`src/rtl/int_ret_sequencer.sv`:
```
// Interrupt-entry / RET / RTI control sequencer. It drives the HDU count and int
// flags, schedules stack push/pop on the shared data port, and steers PC/CCR restore.
module int_ret_sequencer #(
  parameter int          PC_W     = 32,
  parameter logic [31:0] VEC_ADDR = 32'd1
) (
  input  logic       clk,
  input  logic       rst,
  input  logic       int_req,
  input  logic       ret_ex,
  input  logic       rti_ex,
  input  logic       load_stall,
  output logic [1:0] count,
  output logic       int_active,
  output logic       int_ack,
  output logic [1:0] mem_op,
  output logic       mem_src,
  output logic       vec_rd,
  output logic       pc_from_mem,
  output logic       flags_from_mem,
  output logic       flush
);

  typedef enum logic [2:0] {
    IDLE    = 3'd0,
    INT_PC  = 3'd1,
    INT_FLG = 3'd2,
    INT_VEC = 3'd3,
    RET_PC  = 3'd4,
    RTI_FLG = 3'd5,
    RTI_PC  = 3'd6
  } state_t;

  typedef struct packed {
    logic [1:0] count;
    logic       int_active;
    logic [1:0] mem_op;
    logic       mem_src;
    logic       vec_rd;
    logic       pc_from_mem;
    logic       flags_from_mem;
    logic       flush;
  } ctrl_t;

  localparam logic [1:0] MEM_NONE = 2'b00;
  localparam logic [1:0] MEM_PUSH = 2'b01;
  localparam logic [1:0] MEM_POP  = 2'b10;

  // Per-state control word; the outputs are a pure function of the state.
  function automatic ctrl_t decode_ctrl(input state_t st);
    ctrl_t c;
    c = '0;
    case (st)
      IDLE:    c = '0;
      INT_PC:  begin c.count = 2'd3; c.int_active = 1'b1; c.mem_op = MEM_PUSH;
                     c.mem_src = 1'b0; c.flush = 1'b1; end
      INT_FLG: begin c.count = 2'd2; c.int_active = 1'b1; c.mem_op = MEM_PUSH;
                     c.mem_src = 1'b1; end
      INT_VEC: begin c.count = 2'd1; c.int_active = 1'b1; c.vec_rd = 1'b1;
                     c.flush = 1'b1; end
      RET_PC:  begin c.count = 2'd1; c.mem_op = MEM_POP; c.pc_from_mem = 1'b1;
                     c.flush = 1'b1; end
      RTI_FLG: begin c.count = 2'd2; c.mem_op = MEM_POP; c.flags_from_mem = 1'b1;
                     c.flush = 1'b1; end
      RTI_PC:  begin c.count = 2'd1; c.mem_op = MEM_POP; c.pc_from_mem = 1'b1;
                     c.flush = 1'b1; end
      default: c = '0;
    endcase
    return c;
  endfunction

  state_t state_r;
  state_t state_next_s;
  logic   pending_r;
  logic   int_ack_s;
  logic   int_seq_s;
  ctrl_t  ctrl_r;
  ctrl_t  ctrl_next_s;

  assign int_seq_s   = (state_r == INT_PC) || (state_r == INT_FLG) || (state_r == INT_VEC);
  assign ctrl_next_s = decode_ctrl(state_next_s);

  // Next-state selection; returns take priority over a pending interrupt.
  always_comb begin
    state_next_s = state_r;
    int_ack_s    = 1'b0;
    case (state_r)
      IDLE: begin
        if (ret_ex) begin
          state_next_s = RET_PC;
        end else if (rti_ex) begin
          state_next_s = RTI_FLG;
        end else if ((pending_r || int_req) && !load_stall) begin
          state_next_s = INT_PC;
          int_ack_s    = 1'b1;
        end else begin
          state_next_s = IDLE;
        end
      end
      INT_PC:  state_next_s = INT_FLG;
      INT_FLG: state_next_s = INT_VEC;
      INT_VEC: state_next_s = IDLE;
      RET_PC:  state_next_s = IDLE;
      RTI_FLG: state_next_s = RTI_PC;
      RTI_PC:  state_next_s = IDLE;
      default: state_next_s = IDLE;
    endcase
  end

  // State, pending flag and control word registered together, so the outputs
  // always match the state they were decoded from.
  always_ff @(posedge clk) begin
    if (rst) begin
      state_r   <= IDLE;
      pending_r <= 1'b0;
      ctrl_r    <= '0;
    end else begin
      state_r <= state_next_s;
      ctrl_r  <= ctrl_next_s;
      if (int_ack_s) begin
        pending_r <= 1'b0;
      end else if (int_req && !int_seq_s) begin
        pending_r <= 1'b1;
      end else begin
        pending_r <= pending_r;
      end
    end
  end

  assign count          = ctrl_r.count;
  assign int_active     = ctrl_r.int_active;
  assign mem_op         = ctrl_r.mem_op;
  assign mem_src        = ctrl_r.mem_src;
  assign vec_rd         = ctrl_r.vec_rd;
  assign pc_from_mem    = ctrl_r.pc_from_mem;
  assign flags_from_mem = ctrl_r.flags_from_mem;
  assign flush          = ctrl_r.flush;
  // int_ack is the one Mealy output: it marks the accepting IDLE cycle itself.
  assign int_ack        = int_ack_s && !rst;

endmodule

```
`config.mk`:
```
export PLATFORM = sky130hd
export DESIGN_NAME = int_ret_sequencer
export DESIGN_NICKNAME = d
export VERILOG_FILES = /design/src/rtl/int_ret_sequencer.sv
export SDC_FILE = /design/constraint.sdc
export NUM_CORES = 1
export LEC_CHECK = 0
export ABC_AREA = 1
export ABC_CLOCK_PERIOD_IN_PS = 1600
export CORE_AREA = 2 2 39 41
export CTS_BUF_LIST = sky130_fd_sc_hd__clkbuf_2 sky130_fd_sc_hd__clkbuf_4 sky130_fd_sc_hd__clkbuf_8
export CTS_CLUSTER_DIAMETER = 80
export DETAILED_ROUTE_END_ITERATION = 16
export DIE_AREA = 0 0 41 43
export HOLD_SLACK_MARGIN = 0.02
export PLACE_DENSITY = 0.71
export SYNTH_ARGS = -nofsm -noshare
export SYNTH_HDL_FRONTEND = slang
export SYNTH_SLANG_ARGS = --single-unit
```
`constraint.sdc`:
```
create_clock -name clk -period 1.6 [get_ports clk]
set_clock_uncertainty 0.15 [all_clocks]
set_input_delay 0.24 -clock clk [delete_from_list [all_inputs] [get_ports clk]]
set_output_delay 0.24 -clock clk [all_outputs]
set_load 0.03 [all_outputs]
```
# Word level (Yosys, flattened, before mapping)
# Index checks and enable logic that the tools add are counted.
# totals
ff_bits,14
out_inout_bits,11
# op_classes
eq_ne,10
mux,16
reduce_logical,18
# ops
op,n
$eq A3 B2 Y1 const B,4
$eq A3 B3 Y1 const B,4
$pmux W3 S4,1
$mux W1,11
$reduce_or A3 Y1,3
$reduce_or A2 Y1,4
$eq A3 B1 Y1 const B,2
$mux W3,2
$pmux W2 S3,1
$reduce_or A5 Y1,1
$pmux W2 S2,1
$logic_and A1 B1 Y1,3
$logic_not A1 Y1,3
$logic_not A3 Y1,1
$logic_or A1 B1 Y1,3

# Longest topological paths before layout
# depth
ltp_word,9
mapped_depth,9
depth_no_buf,9

# Worst setup path after synthesis
# Ideal clock, no wire load.
# synth_timing
path_type,register -> output
startpoint,reg state_r[0]
endpoint,out int_ack
arrival_time_ps,927
path_slack_ps,283
stages_incl_launch_ff,6
n_path_buf,0
path_cell_list,dfxtp_1 -> nor2_4 -> inv_2 -> nor2_4 -> nand4_2 -> inv_1
# synth_via
elab_chain_len,3
# synth_rtl
element,line_no,text
start: declaration,72,state_t state_r;
start signal: assignment,118,state_r <= state_next_s;
$logic_not A3 Y1,87,case (state_r)
$mux W1,87,
$logic_and A1 B1 Y1,139,assign int_ack = int_ack_s && !rst;
end: declaration,15,"output logic int_ack,"
# Every way passes these cells.

# Worst setup path after layout
# Same ends and word-level chain as after synthesis.

==> results.yml <==
power_and_ir_drop:
  combPwrFrac_pct: 26.6
  clock_power_share_pct: 27.8
  power_switching_w: 0.000272
  ir_worst_vdd_v: 0.000516
  totalPowerFinal_w: 0.000893
  leakage_nw: 0.442
  power.share.sequential_pct: 45.6
  cellInternalPower_w: 0.000621
  power_density_mw_per_mm2: 1140
  p_sw_share_pct: 30.4
die:
  core.rowCount: 14
  initial_util_pct: 38.6
  io_pins: 17
  die_area_sq_mm: 0.00176
  floorplan.die.height_microns: 43
  die_w_microns: 41
  core-area_sq_mm: 0.00138
final_layout:
  drive_gt1_share_pct: 30.3
  layout.cells.most_common: "sky130_fd_sc_hd__dfxtp_1"
  areaGrowthSynthToFinish_pct: 46.6
  nNetsFinal: 97
  final_cell_mix: "sky130_fd_sc_hd__dfxtp_1, sky130_fd_sc_hd__dlygate4sd2_1, sky130_fd_sc_hd__inv_1, sky130_fd_sc_hd__nand2_1, sky130_fd_sc_hd__nor2_1"
  final_design_area_no_fill_sq_um: 783
  finalCoreUtilization_pct: 56.6
  ant_cells: 0
clock_tree:
  clock-sinks: 14
  cts.reportedPaths.clkPinSlew_ns: 0.08
  clk_latency_ns: 0.27
  clock_tree.buffer_depth: 2
  tritoncts: "built"
  quantity_of_hold_fixing_buffers_added_after_cts: 0
  postCtsSetupBuffers: 0
  cts_inserted_buffers: 3
  cts-htree-levels: 1
  root_buffer: "sky130_fd_sc_hd__clkbuf_4"
sta:
  post_route_fraction_of_the_period_consumed_by_the_critical_path_pct: 101
  unrepaired_setup_endpoints_after_global_routing: "true"
  post_layout_minimum_cycle_time_ns: 1.62
  achievable-frequency_mhz: 616
  final_hold_viol_count: 0
  worst_slew_margin_rel_pct: 79.7
  final_setup_violation_count: 1
  worst_pin_slew_ns: 0.306
  report.final.slew_viol_count: 0
  post-route-worst-setup-slack_ns: -0.0230
synth:
  synth_top_cell_by_area: "sky130_fd_sc_hd__dfxtp_1"
  synth_cell_type_count: 15
  post_synth_instance_area_sq_um: 534
  yosysTopAreaCellShare_pct: 52.5
  synth_nets: 71
  synthCells: 64
  synthTopCellsByArea: "sky130_fd_sc_hd__dfxtp_1, sky130_fd_sc_hd__inv_1, sky130_fd_sc_hd__nand2_1, sky130_fd_sc_hd__nor2_1, sky130_fd_sc_hd__nor2_4"
  synth.yosys.seq_area_share_pct: 52.5
  synthesis.area_per_instance_sq_um: 8.35
  ys.warnings.count: 0
  yosys_register_bits: 14
grt:
  grt_antenna_before_repair: 0
  global_route_wire_length_before_repair_microns: 1700
  overflow: 0
  track_usage_pct: 14.3
  grt_start_max_net_pins: 9
  number_of_global_route_vias_before_repair: 428
drt:
  viasPerCell: 4.29
  drt-pass1-iter-count: 3
  dr.first_iter.drc_count: 3
  detail_route.wl_per_cell_microns: 9.00
  drtAntennaViolNets: 0
  post-route-drc-count: 0
  routed-via-count: 450
  drt-total-wl_microns: 945
setup_path:
  cpLargestDelayFamily: "flip-flops"
  setup.worst_path.class: "register to output pin"
  reg2reg_from: "state_r[0]"
  ordered_list_of_cells_on_the_worst_path: "nor2_4, inv_2, nor2_4, nand4_2, inv_1, buf_6"
  crit-reg2reg-capture: "count[0]"
  worst_path_max_delay_cell: "sky130_fd_sc_hd__dfxtp_2"
  worstPathBufferInverterCount: 3
  critical_path_arrival_ns: 1.23
  ff2ff_setup_slack_ns: 0.26
  setup.worst_path.start_class: "register"
  timing.critical_path.required_ns: 1.21
  timing.critical_path.mode_cell: "sky130_fd_sc_hd__nor2_4"
  total_number_of_cells_along_the_worst_setup_path: 6
  critPathMaxFanout: 4
  critical_path.endpoint: "int_ack"
  timing.critical_path.to_type: "output pin"
  critPathMaxStageDelay_ns: 0.35
  cp-startpoint: "state_r[0]"
  worst_r2r_path_depth: 8
place:
  dpl.hpwl_microns: 752
  place_congestion: 0.807
  dpl-instance-area_sq_um: 749
  port_bufs: 16
outcome:
  failed_checks: "negative setup slack"
  run_status: "finished, violations left"
hold_path:
  hold_class: "register to register"
job:
  max-cap-violations: 0
[what timing repair did]
action,in CTS,in global routing
hold endpoints to repair,0,0
setup endpoints to repair,11,1
gates resized for setup,14,0
[tightest hold or removal path, stage by stage (launching register included)]
cell	delay, ns
sky130_fd_sc_hd__dfxtp_1	0.35
sky130_fd_sc_hd__a21oi_1	0.05
sky130_fd_sc_hd__nor2_1	0.10
[cell families (layout without fill, tap and decap cells)]
kind of cell,after synthesis,after routing,synth area share (%)
AOI/OAI and AO/OA,6,6,6.09
DFF,14,14,52.5
buffers and inverters,14,39,9.84
adders and majority gates,1,1,2.34
and+or+nand+nor,29,29,29.3
[layer usage]
metal	part of all wire [%]	track usage (%)	wire (microns)
met1	44	18.2	418
met2	51	22.2	481
met3	4.7	4.71	44
met4	0	4.00	0
met5	0	0	0
[power by group through the flow]
stage	combinational [W]	clock [W]	sequential [W]
after detailed placement	0.000255	0	0.000415
final	0.000238	0.000248	0.000407
after CTS	0.000239	0.000261	0.000407
after global placement	0.000254	0	0.000414
after global routing	0.000261	0.000277	0.000412
after floorplan	0.0000940	0	0.000469
[state kept, by name, summed over array words and instances (netlist names)]
| signal | cells |
|---|---|
| state_r | 3 |
| count | 2 |
| mem_op | 2 |
| flags_from_mem | 1 |
| flush | 1 |
| int_active | 1 |
| mem_src | 1 |
| pc_from_mem | 1 |
| pending_r | 1 |
| vec_rd | 1 |
[per-stage QoR]
step	setup TNS [ns]	setup slack [ns]	instances	hold slack (ns)
after global placement	-0.156	-0.0624	101	0.318
after CTS	-0.0368	-0.0368	105	0.381
final	-0.0230	-0.0230	105	0.377
after detailed placement	-0.180	-0.0834	101	0.333
after floorplan	0	0.283	64	0.157
after global routing	-0.115	-0.115	105	0.438
[final cells by class]
type	count	area, sq um
multi-input combinational	36	205
sequential	14	283
clock buffer	4	36.3
fill	125	601
inverter	14	52.6
tap	16	20.0
timing repair buffer	21	186
[Yosys cell counts, drive strengths merged]
master and number:
nand2 12, o21bai 1, inv 14, nand4 1, nor2 11, a21oi 3, ha 1, dfxtp 14
nand3b 1, o21ai 2, nand3 4
[worst min-delay path by stage]
stage                           from          to  slack, ns  cells past startpoint
after floorplan                  rst  state_r[0]       0.16                      1
after global placement     pending_r   pending_r       0.32                      2
after detailed placement   pending_r   pending_r       0.33                      2
after CTS                  pending_r   pending_r       0.38                      2
after global routing      state_r[0]  state_r[1]       0.44                      2
final                      pending_r   pending_r       0.38                      2
Note: power is estimated with default switching activity, not from simulation.
